### src/rtl/rv_ctrl_pkg.sv
// Shared encodings for the RV32I multicycle controller: opcodes, ALU/operand selects,
// FSM states and the packed control word driven onto the datapath.
package rv_ctrl_pkg;

   localparam logic [6:0] OPCODE_R   = 7'b0110011;
   localparam logic [6:0] OPCODE_I   = 7'b0010011;
   localparam logic [6:0] OPCODE_L   = 7'b0000011;
   localparam logic [6:0] OPCODE_S   = 7'b0100011;
   localparam logic [6:0] OPCODE_B   = 7'b1100011;
   localparam logic [6:0] OPCODE_LUI = 7'b0110111;

   localparam logic [2:0] ALU_OP_ADD    = 3'b000;
   localparam logic [2:0] ALU_OP_BRANCH = 3'b001;
   localparam logic [2:0] ALU_OP_R      = 3'b010;
   localparam logic [2:0] ALU_OP_I      = 3'b011;
   localparam logic [2:0] ALU_OP_LUI    = 3'b100;

   localparam logic [1:0] SRC_B_RS2  = 2'b00;
   localparam logic [1:0] SRC_B_FOUR = 2'b01;
   localparam logic [1:0] SRC_B_IMM  = 2'b10;

   typedef enum logic [3:0] {
      ST_IDLE     = 4'd0,
      ST_FETCH    = 4'd1,
      ST_DECODE   = 4'd2,
      ST_EXEC     = 4'd3,
      ST_WB_ALU   = 4'd4,
      ST_MEM_ADDR = 4'd5,
      ST_MEM_RD   = 4'd6,
      ST_WB_MEM   = 4'd7,
      ST_MEM_WR   = 4'd8,
      ST_BRANCH   = 4'd9
   } state_t;

   typedef struct packed {
      logic       pc_write;
      logic       pc_cond;
      logic       iord;
      logic       mem_read;
      logic       mem_write;
      logic       ir_write;
      logic       reg_write;
      logic       mem_to_reg;
      logic       alu_src_a;
      logic [1:0] alu_src_b;
      logic [2:0] alu_op;
      logic       illegal;
   } ctrl_t;

   localparam ctrl_t CTRL_NONE = 15'd0;

   function automatic logic is_supported(input logic [6:0] opcode);
      case (opcode)
         OPCODE_R, OPCODE_I, OPCODE_L, OPCODE_S, OPCODE_B, OPCODE_LUI: is_supported = 1'b1;
         default:                                                       is_supported = 1'b0;
      endcase
   endfunction

endpackage

### src/rtl/mc_ctrl_outdec.sv
// Combinational control-word decode from FSM state (opcode selects the EXEC flavour,
// mem_ready gates the IR/PC update in FETCH).
module mc_ctrl_outdec
   import rv_ctrl_pkg::*;
(
   input  state_t     i_state,
   input  logic [6:0] i_opcode,
   input  logic       i_mem_ready,
   output ctrl_t      o_ctrl
);

   // Per-state control word; anything not set stays 0.
   always_comb begin
      o_ctrl = CTRL_NONE;
      case (i_state)
         ST_FETCH: begin
            o_ctrl.mem_read  = 1'b1;
            o_ctrl.alu_src_b = SRC_B_FOUR;
            o_ctrl.alu_op    = ALU_OP_ADD;
            if (i_mem_ready) begin
               o_ctrl.ir_write = 1'b1;
               o_ctrl.pc_write = 1'b1;
            end else begin
               o_ctrl.ir_write = 1'b0;
               o_ctrl.pc_write = 1'b0;
            end
         end
         ST_DECODE: begin
            o_ctrl.alu_src_b = SRC_B_IMM;
            o_ctrl.alu_op    = ALU_OP_ADD;
            o_ctrl.illegal   = ~is_supported(i_opcode);
         end
         ST_EXEC: begin
            o_ctrl.alu_src_a = 1'b1;
            case (i_opcode)
               OPCODE_R: begin
                  o_ctrl.alu_src_b = SRC_B_RS2;
                  o_ctrl.alu_op    = ALU_OP_R;
               end
               OPCODE_I: begin
                  o_ctrl.alu_src_b = SRC_B_IMM;
                  o_ctrl.alu_op    = ALU_OP_I;
               end
               OPCODE_LUI: begin
                  o_ctrl.alu_src_b = SRC_B_IMM;
                  o_ctrl.alu_op    = ALU_OP_LUI;
               end
               default: o_ctrl.alu_op = ALU_OP_ADD;
            endcase
         end
         ST_WB_ALU: o_ctrl.reg_write = 1'b1;
         ST_MEM_ADDR: begin
            o_ctrl.alu_src_a = 1'b1;
            o_ctrl.alu_src_b = SRC_B_IMM;
            o_ctrl.alu_op    = ALU_OP_ADD;
         end
         ST_MEM_RD: begin
            o_ctrl.mem_read = 1'b1;
            o_ctrl.iord     = 1'b1;
         end
         ST_WB_MEM: begin
            o_ctrl.reg_write  = 1'b1;
            o_ctrl.mem_to_reg = 1'b1;
         end
         ST_MEM_WR: begin
            o_ctrl.mem_write = 1'b1;
            o_ctrl.iord      = 1'b1;
         end
         ST_BRANCH: begin
            o_ctrl.alu_src_a = 1'b1;
            o_ctrl.alu_src_b = SRC_B_RS2;
            o_ctrl.alu_op    = ALU_OP_BRANCH;
            o_ctrl.pc_cond   = 1'b1;
         end
         default: o_ctrl = CTRL_NONE;
      endcase
   end

endmodule

### src/rtl/multicycle_control.sv
// Multicycle RV32I main controller: instruction FSM plus retired-instruction counter;
// datapath controls come from mc_ctrl_outdec.
module multicycle_control
   import rv_ctrl_pkg::*;
#(
   parameter int CNT_W = 32
) (
   input  logic             clk_i,
   input  logic             rst_n_i,
   input  logic [6:0]       opcode_i,
   input  logic             mem_ready_i,
   output logic             pc_write_o,
   output logic             pc_cond_o,
   output logic             iord_o,
   output logic             mem_read_o,
   output logic             mem_write_o,
   output logic             ir_write_o,
   output logic             reg_write_o,
   output logic             mem_to_reg_o,
   output logic             alu_src_a_o,
   output logic [1:0]       alu_src_b_o,
   output logic [2:0]       alu_op_o,
   output logic             illegal_o,
   output logic [CNT_W-1:0] instret_o,
   output logic [3:0]       state_o
);

   state_t           r_state;
   state_t           w_next_state;
   logic             w_retire;
   logic [CNT_W-1:0] r_instret;
   ctrl_t            w_ctrl;

   // State register; reset aborts any instruction and drops pending memory requests.
   always_ff @(posedge clk_i or negedge rst_n_i) begin
      if (!rst_n_i) begin
         r_state <= ST_IDLE;
      end else begin
         r_state <= w_next_state;
      end
   end

   // Next-state logic and retirement strobe.
   always_comb begin
      w_next_state = r_state;
      w_retire     = 1'b0;
      case (r_state)
         ST_IDLE:  w_next_state = ST_FETCH;
         ST_FETCH: begin
            if (mem_ready_i) w_next_state = ST_DECODE;
            else             w_next_state = ST_FETCH;
         end
         ST_DECODE: begin
            case (opcode_i)
               OPCODE_R, OPCODE_I, OPCODE_LUI: w_next_state = ST_EXEC;
               OPCODE_L, OPCODE_S:             w_next_state = ST_MEM_ADDR;
               OPCODE_B:                       w_next_state = ST_BRANCH;
               default:                        w_next_state = ST_FETCH;
            endcase
         end
         ST_EXEC: w_next_state = ST_WB_ALU;
         ST_WB_ALU: begin
            w_next_state = ST_FETCH;
            w_retire     = 1'b1;
         end
         ST_MEM_ADDR: begin
            if (opcode_i == OPCODE_S) w_next_state = ST_MEM_WR;
            else                      w_next_state = ST_MEM_RD;
         end
         ST_MEM_RD: begin
            if (mem_ready_i) w_next_state = ST_WB_MEM;
            else             w_next_state = ST_MEM_RD;
         end
         ST_WB_MEM: begin
            w_next_state = ST_FETCH;
            w_retire     = 1'b1;
         end
         ST_MEM_WR: begin
            if (mem_ready_i) begin
               w_next_state = ST_FETCH;
               w_retire     = 1'b1;
            end else begin
               w_next_state = ST_MEM_WR;
               w_retire     = 1'b0;
            end
         end
         ST_BRANCH: begin
            w_next_state = ST_FETCH;
            w_retire     = 1'b1;
         end
         default: w_next_state = ST_IDLE;
      endcase
   end

   // Retired-instruction counter, wraps silently.
   always_ff @(posedge clk_i or negedge rst_n_i) begin
      if (!rst_n_i) begin
         r_instret <= {CNT_W{1'b0}};
      end else if (w_retire) begin
         r_instret <= r_instret + {{(CNT_W-1){1'b0}}, 1'b1};
      end else begin
         r_instret <= r_instret;
      end
   end

   mc_ctrl_outdec u_outdec (
      .i_state     (r_state),
      .i_opcode    (opcode_i),
      .i_mem_ready (mem_ready_i),
      .o_ctrl      (w_ctrl)
   );

   assign pc_write_o   = w_ctrl.pc_write;
   assign pc_cond_o    = w_ctrl.pc_cond;
   assign iord_o       = w_ctrl.iord;
   assign mem_read_o   = w_ctrl.mem_read;
   assign mem_write_o  = w_ctrl.mem_write;
   assign ir_write_o   = w_ctrl.ir_write;
   assign reg_write_o  = w_ctrl.reg_write;
   assign mem_to_reg_o = w_ctrl.mem_to_reg;
   assign alu_src_a_o  = w_ctrl.alu_src_a;
   assign alu_src_b_o  = w_ctrl.alu_src_b;
   assign alu_op_o     = w_ctrl.alu_op;
   assign illegal_o    = w_ctrl.illegal;
   assign instret_o    = r_instret;
   assign state_o      = r_state;

endmodule

### config.mk
export PLATFORM = sky130hd
export DESIGN_NAME = multicycle_control
export DESIGN_NICKNAME = d
export VERILOG_FILES = /design/src/rtl/rv_ctrl_pkg.sv /design/src/rtl/mc_ctrl_outdec.sv /design/src/rtl/multicycle_control.sv
export SDC_FILE = /design/constraint.sdc
export NUM_CORES = 1
export LEC_CHECK = 0
export CORE_MARGIN = 2
export CORE_UTILIZATION = 48
export CTS_BUF_LIST = sky130_fd_sc_hd__clkbuf_2
export DETAILED_ROUTE_END_ITERATION = 10
export PLACE_DENSITY = 0.87
export SLEW_MARGIN = 20
export SYNTH_ARGS = -nofsm -noshare
export SYNTH_HDL_FRONTEND = slang
export SYNTH_SLANG_ARGS = --single-unit
### constraint.sdc
create_clock -name clk_i -period 2.1 [get_ports clk_i]
set_input_delay 0.315 -clock clk_i [delete_from_list [all_inputs] [get_ports clk_i]]
set_output_delay 0.315 -clock clk_i [all_outputs]
set_load 0.02 [all_outputs]
==> results of run 1 <==
[power by group through the flow]
stage                     Sequential, mW  Clock (mW)  Combinational [mW]
after floorplan                    0.929           0               0.537
after global placement             0.871           0                1.09
after detailed placement           0.871           0                1.11
after CTS                          0.861       0.330                1.06
after global routing               0.875       0.362                1.16
final                              0.859       0.323                1.07
[kinds of logic after synthesis]
family,synth area share (%)
flops,45.5
simple gates,29.5
compound gates,6.44
mux,0.568
fa+ha+maj,0.631
xor+xnor,14.6
buf+inv,2.84
[worst max path at each step]
stage,startpoint,to,slack [ns],depth (start not counted)
after floorplan,state_o[1],instret_o[18],0.01,7
after global placement,opcode_i[3],alu_src_b_o[1],-0.36,8
after detailed placement,opcode_i[3],alu_src_b_o[1],-0.41,8
after CTS,opcode_i[3],alu_op_o[0],-0.07,8
after global routing,state_o[1],instret_o[26],-0.13,7
final,state_o[1],instret_o[28],-0.05,7
[registers in the layout, summed over array words and instances, names as in the netlist]
signal / count
instret_o: 32
state_o: 4
[routing by layer]
layer  up-vias  track usage, %  part of all wire, %
met2        47            36.3                   51
li1        876               -                    -
met5         -               0                    0
met4         0            5.75                 0.94
met3         7            5.10                  4.8
met1       898            28.9                   44
[per-stage QoR]
stage                     utilization (%)  instance area, um^2  hold slack, ns  cells  TNS [ns]
after global routing                 70.6                 2820           0.318    337    -0.495
after detailed placement             69.9                 2800           0.472    328     -1.90
after global placement               69.9                 2800           0.468    328     -1.53
after floorplan                         -                 1990          0.0194    205         0
after CTS                            70.8                 2830           0.327    336   -0.0682
final                                70.6                 2820           0.309    337   -0.0598
[cell usage after synthesis (all sizes together) (2+ instances only)]
| cell type | instances |
|---|---|
| and4 | 3 |
| xnor2 | 22 |
| dfrtp | 36 |
| and3 | 4 |
| nand4 | 8 |
| nor4 | 7 |
| o21ai | 5 |
| xor2 | 11 |
| nor4bb | 2 |
| nor3 | 7 |
| buf | 5 |
| nand3 | 13 |
| nand2b | 6 |
| and4bb | 2 |
| nand2 | 17 |
| or2 | 3 |
| a31oi | 2 |
| a21o | 2 |
| nor2 | 18 |
| nor2b | 4 |
| clkbuf | 3 |
| and2 | 2 |
| a21oi | 7 |
| inv | 5 |
[critical path: stages (launching register included)]
cell	delay, ns
dfrtp_2	0.48
buf_4	0.15
nor4bb_1	0.34
a211oi_1	0.11
buf_4	0.18
or2_1	0.29
nor4_1	0.36
xor2_1	0.19
[cell type report]
class,instances,share of cell area (%)
timing repair buffer,82,26.3
clock buffer,6,1.06
multi-input combinational,156,37.4
sequential,36,32.0
clock inverter,2,0.399
tap,50,2.22
inverter,5,0.665
[timing repair]
item / 4_1_cts / 5_1_grt
endpoints found under the setup margin: 15 / 11
hold buffers: 0 / 0
setup buffers: 0 / 1
gates resized for setup: 32 / 18
==> run metrics, run 1 <==
average routed wire per standard cell=13.9 um; CTS HTree Levels=2; number of iterations in the first detailed-routing pass=4; switching power as a share of total power=40.2%; nature of the critical path startpoint=flop; fraction of registers with async set or reset after synthesis=100%; Avg Inst Size Synth=~9.7 um^2; Max Root-Sink Buffers=2; remaining routing DRC violations=0; IO Count=about 60; Synth Flop Type=dfrtp_1; flop-to-flop setup slack=-0.05 ns; number of vias in the routed layout=1828; unrepaired setup endpoints after global routing=true; combinational fraction of design power=47.6%; die width=roughly 68 um; sequential group share of total power=38.1%; Worst Path Class, Setup=flop to flop; most common cell after layout, fill and taps aside=clkdlybuf4s50_1; global-route total usage across every layer=between 20% and 30%; initial antenna violation count=0; share of power burned in the clock network=14.3%; highest-count cells in the layout ignoring fill and taps=clkdlybuf4s50_1 (45), dfrtp_1 (34), xnor2_1 (22), buf_4 (22), nand2_1 (17); Power Dens Cells=roughly 800 mW/mm^2; peak clock frequency supported by timing=466 MHz; Sequential cell area=903 um^2; setup slack after layout=-0.0458 ns; worst-margin pin slew=~0.44 ns; insertion delay of the later-clocked pin in the worst-skew pair=0.40 ns; vias in the first global route=1720; Rows=23; data required time at the worst endpoint=approximately 2.4 ns; post-detail-place hpwl=3570 um; Relative slew margins=70.5%; area of the placeable core=0.00400 mm^2; clock skew after layout=0.00928 ns; FF-to-FF path depth=7; weighted congestion at the end of routability-driven global placement=0.837; maximum number of pins on one net before global-route repair=37; sequential fraction of the synthesis area=45.5%; top area cells in the synthesized netlist=dfrtp_1 (45%), xnor2_1 (9.7%), xor2_1 (4.9%); clock net sink count=36; total count of hold-check failures in the final report=0; total wirelength of the detailed-routed design=4690 um; clock transition at the registers of the reported paths=0.18 ns; Area growth, synth to finish=42.5%; biggest fanout along the worst timing path=8; DIE AREA=0.00466 mm^2; number of nets with antenna violations after routing=0; endpoint kind of the worst setup timing path=flop; syn_nets=216; Slew Limit Fails=0; number of distinct standard cells referenced by the synthesized netlist=42; Int Power=1.35 mW; iteration-0 DRC count of the detailed router=just under 100; worst setup slack before clock tree synthesis=-0.407 ns; ratio of cells with drive above 1 in the final layout=19.5%; min-delay worst type=primary input to asynchronous set/reset pin; share of the clock period used by the worst path=102%; CTS tree=yes; initial core utilization=about half; Critical Path AT=between 2 and 2.5 ns; library cell occupying the most area in the post-synthesis netlist=dfrtp_1; Synth Instances=205; average via count per standard cell=between 5 and 6; status=complete, but fails checks; violated checks=negative setup slack; count of maximum capacitance violations=0; antenna cells=0; global route total overflow=0; global-route wire length before repair=~7700 um; VDD IR max=~0.00068 V; leakage power figure=approximately 1.3 nW; Layout fillers=335; number of enable-type register cells in the synthesized netlist=0; switching pwr=0.907 mW; capture instance of the worst register-to-register path=instret_o[28]; CTS Root Buffer Type=clkbuf_2; Worst R2R Start=state_o[1]; quantity of I/O buffers inserted on ports=60; post-layout min period=around 2.1 ns; number of nets at the end of the flow=between 200 and 300; total power after layout=2.25 mW; number of flip-flops and latches in the synthesized netlist=36; synthesized cell area=0.00198 mm^2; yosys synthesis warning count=0; vertical die dimension=around 68 um; area fraction of the dominant cell type after synthesis=45.5%; count of final setup violators=2; clock buffers created by TritonCTS=5; total area of multi-input combinational cells=0.00105 mm^2
No activity file was read; power rests on OpenSTA's default activity.
==> inputs of run 2 (changes only) <==
--- a/config.mk
+++ b/config.mk
@@ -5,11 +5,13 @@
 export SDC_FILE = /design/constraint.sdc
 export NUM_CORES = 1
 export LEC_CHECK = 0
+export ABC_AREA = 1
 export CORE_MARGIN = 2
-export CORE_UTILIZATION = 48
+export CORE_UTILIZATION = 50
 export CTS_BUF_LIST = sky130_fd_sc_hd__clkbuf_2
 export DETAILED_ROUTE_END_ITERATION = 10
 export PLACE_DENSITY = 0.87
+export RECOVER_POWER = 100
 export SLEW_MARGIN = 20
 export SYNTH_ARGS = -nofsm -noshare
 export SYNTH_HDL_FRONTEND = slang
==> run metrics, run 2 <==
iteration-0 DRC count of the detailed router=155 (was 98); post-detail-place hpwl=4290 um (was 3570 um); initial core utilization=52.3% (was 49.5%); vertical die dimension=71.9 um (was 68.3 um); share of the clock period used by the worst path=98.1% (was 102%); IO Count=61 (unchanged); clock skew after layout=0.00890 ns (was 0.00928 ns); top area cells in the synthesized netlist=dfrtp_1 (39%), nand2_1 (16%), inv_1 (7.3%) (was dfrtp_1 (45%), xnor2_1 (9.7%), xor2_1 (4.9%)); syn_nets=334 (was 216); max reg flops=32 (unchanged); setup total negative slack=0 ns (was -0.0598 ns); Synth Flop Type=dfrtp_1 (unchanged); number of enable-type register cells in the synthesized netlist=0 (unchanged); Min Hold Slack=0.531 ns (was 0.309 ns); Power Dens Cells=697 mW/mm^2 (was 798 mW/mm^2); antenna cells=0 (unchanged); Synth Instances=323 (was 205); Critical Path AT=1.75 ns (was 2.49 ns); total area of multi-input combinational cells=0.00120 mm^2 (was 0.00105 mm^2); synthesized cell area=0.00231 mm^2 (was 0.00198 mm^2); CTS HTree Levels=2 (unchanged); number of vias in the routed layout=2310 (was 1828); Max Root-Sink Buffers=2 (unchanged); vias in the first global route=2199 (was 1720); CTS Root Buffer Type=clkbuf_2 (unchanged); maximum number of pins on one net before global-route repair=37 (unchanged); Slew Limit Fails=0 (unchanged); number of distinct standard cells referenced by the synthesized netlist=28 (was 42); remaining routing DRC violations=0 (unchanged); leakage power figure=1.44 nW (was 1.26 nW); quantity of I/O buffers inserted on ports=60 (unchanged); Area growth, synth to finish=31.6% (was 42.5%); Non-Filler Cell Area, Final=0.00304 mm^2 (was 0.00282 mm^2); total wirelength of the detailed-routed design=5680 um (was 4690 um); clock transition at the registers of the reported paths=0.18 ns (about the same); synth cell count leaders=nand2_1 (99), inv_1 (45), dfrtp_1 (36) (was dfrtp_1 (36), xnor2_1 (22), nor2_1 (18)); most frequent cell after synthesis=nand2_1 (was dfrtp_1); Avg Inst Size Synth=7.14 um^2 (was 9.67 um^2); nature of the critical path startpoint=flop (unchanged); CTS tree=yes (unchanged); Placed Instance Area=0.00301 mm^2 (was 0.00280 mm^2); global-route total usage across every layer=23.0% (was 22.0%); Layout fillers=380 (was 335); Rows=24 (was 23); number of nets with antenna violations after routing=0 (unchanged); weighted congestion at the end of routability-driven global placement=0.803 (was 0.837); clock net sink count=36 (unchanged); library cell occupying the most area in the post-synthesis netlist=dfrtp_1 (unchanged); total power after layout=2.11 mW (was 2.25 mW); average routed wire per standard cell=12.7 um (was 13.9 um); fraction of registers with async set or reset after synthesis=100% (unchanged); biggest fanout along the worst timing path=4 (was 8); average via count per standard cell=5.16 (was 5.42); insertion delay of the later-clocked pin in the worst-skew pair=0.40 ns (about the same); DIE AREA=0.00517 mm^2 (was 0.00466 mm^2); clock buffers created by TritonCTS=5 (unchanged); number of iterations in the first detailed-routing pass=4 (unchanged); worst-margin pin slew=0.903 ns (was 0.443 ns); min-delay worst type=flop to flop (was primary input to asynchronous set/reset pin); endpoint kind of the worst setup timing path=output port (was flop); initial antenna violation count=0 (unchanged); total count of hold-check failures in the final report=0 (unchanged); highest-count cells in the layout ignoring fill and taps=nand2_1 (99), inv_1 (45), clkdlybuf4s50_1 (44) (was clkdlybuf4s50_1 (45), dfrtp_1 (34), xnor2_1 (22), buf_4 (22), nand2_1 (17)); count of maximum capacitance violations=0 (unchanged); VDD IR max=0.000452 V (was 0.000685 V); most common cell after layout, fill and taps aside=nand2_1 (was clkdlybuf4s50_1); global-route wire length before repair=9430 um (was 7750 um); number of nets at the end of the flow=406 (was 297); Worst Path Class, Setup=flop to output port (was flop to flop); unrepaired setup endpoints after global routing=true (unchanged); count of final setup violators=0 (was 2); ratio of cells with drive above 1 in the final layout=14.4% (was 19.5%); number of flip-flops and latches in the synthesized netlist=36 (unchanged); sequential fraction of the synthesis area=39.0% (was 45.5%); status=finished clean (was complete, but fails checks); Relative slew margins=39.8% (was 70.5%); area of the placeable core=0.00441 mm^2 (was 0.00400 mm^2); global route total overflow=0 (unchanged); die width=71.9 um (was 68.3 um); peak clock frequency supported by timing=485 MHz (was 466 MHz); yosys synthesis warning count=0 (unchanged); area fraction of the dominant cell type after synthesis=39.0% (was 45.5%); data required time at the worst endpoint=1.78 ns (was 2.44 ns); Sequential cell area=905 um^2 (was 903 um^2); post-layout min period=2.06 ns (was 2.15 ns); cts hold-fix bufs=0 (unchanged)
run 2: cell count changes after synthesis, sizes merged, moves of 7 or more:
cell   previous run  this run
nand3            13        30
inv               5        49
nor2             18        45
xnor2            22        14
xor2             11         4
nand2            17       105
run 2: worst paths after layout:
path | from | end | slack [ns] | cells after the start
worst max-delay path | state_o[3] | alu_src_b_o[1] | 0.04 | 8
worst min-delay path | instret_o[10] | instret_o[10] | 0.53 | 1
worst max register to register | instret_o[0] | instret_o[30] | 0.47 | 8
worst min register to register | instret_o[10] | instret_o[10] | 0.53 | 1
max in group asynchronous | rst_n_i | state_o[0] | 0.94 | 2
min in group asynchronous | rst_n_i | instret_o[13] | 0.54 | 2
run 2: cell type report:
| class | count | area share [%] |
|---|---|---|
| Inverter | 50 | 6.18 |
| Sequential cell | 36 | 29.8 |
| Clock buffer | 7 | 1.15 |
| Tap cell | 52 | 2.14 |
| Clock inverter | 1 | 0.124 |
| Timing Repair Buffer | 69 | 21.1 |
| Multi-Input combinational cell | 233 | 39.5 |
run 2: logic make-up after synthesis:
| kind of cell | Yosys count | synth area share, % |
|---|---|---|
| AOI/OAI and AO/OA | 13 | 3.36 |
| xor gates and xnor gates | 18 | 6.83 |
| adders and majority gates | 1 | 0.542 |
| buffers and inverters | 54 | 9.60 |
| DFF | 36 | 39.0 |
| and+or+nand+nor | 201 | 40.6 |
run 2: worst max-delay path, stage by stage (launching register included):
cell and delay (ns):
dfrtp_1 0.45, inv_2 0.11, nand2_1 0.10, inv_2 0.08, nand2_1 0.08, inv_1 0.11, nor2_1 0.05, o211ai_1 0.09
clkdlybuf4s15_2 0.29
run 2: repair_timing:
action | in CTS | in global routing
endpoints found under the hold margin | 0 | 0
gates resized for setup | 24 | 15
endpoints found under the setup margin | 15 | 11
buffers inserted | 0 | 1
run 2: per-layer routing:
metal  up-vias  track usage [%]  wire [um]
met5         -                0          0
met4         0             8.81         69
li1       1154                -          -
met3         7             4.17        294
met2        59             39.6       2830
met1      1090             29.0       2480
run 2: report_power, final:
part | internal, mW | total [mW] | leakage, nW | switching, mW
logic | 0.359 | 0.919 | 0.942 | 0.560
clock network | 0.0891 | 0.329 | 0.0306 | 0.240
registers | 0.770 | 0.867 | 0.470 | 0.0972
total | 1.22 | 2.11 | 1.44 | 0.897
run 2: per-stage QoR:
stage,std cells,setup slack [ns],util (%)
after floorplan,323,0.292,-
after global placement,439,-0.197,68.2
after detailed placement,439,-0.233,68.2
after CTS,447,-0.00953,69.0
after global routing,448,-0.0989,68.8
final,448,0.0400,68.8
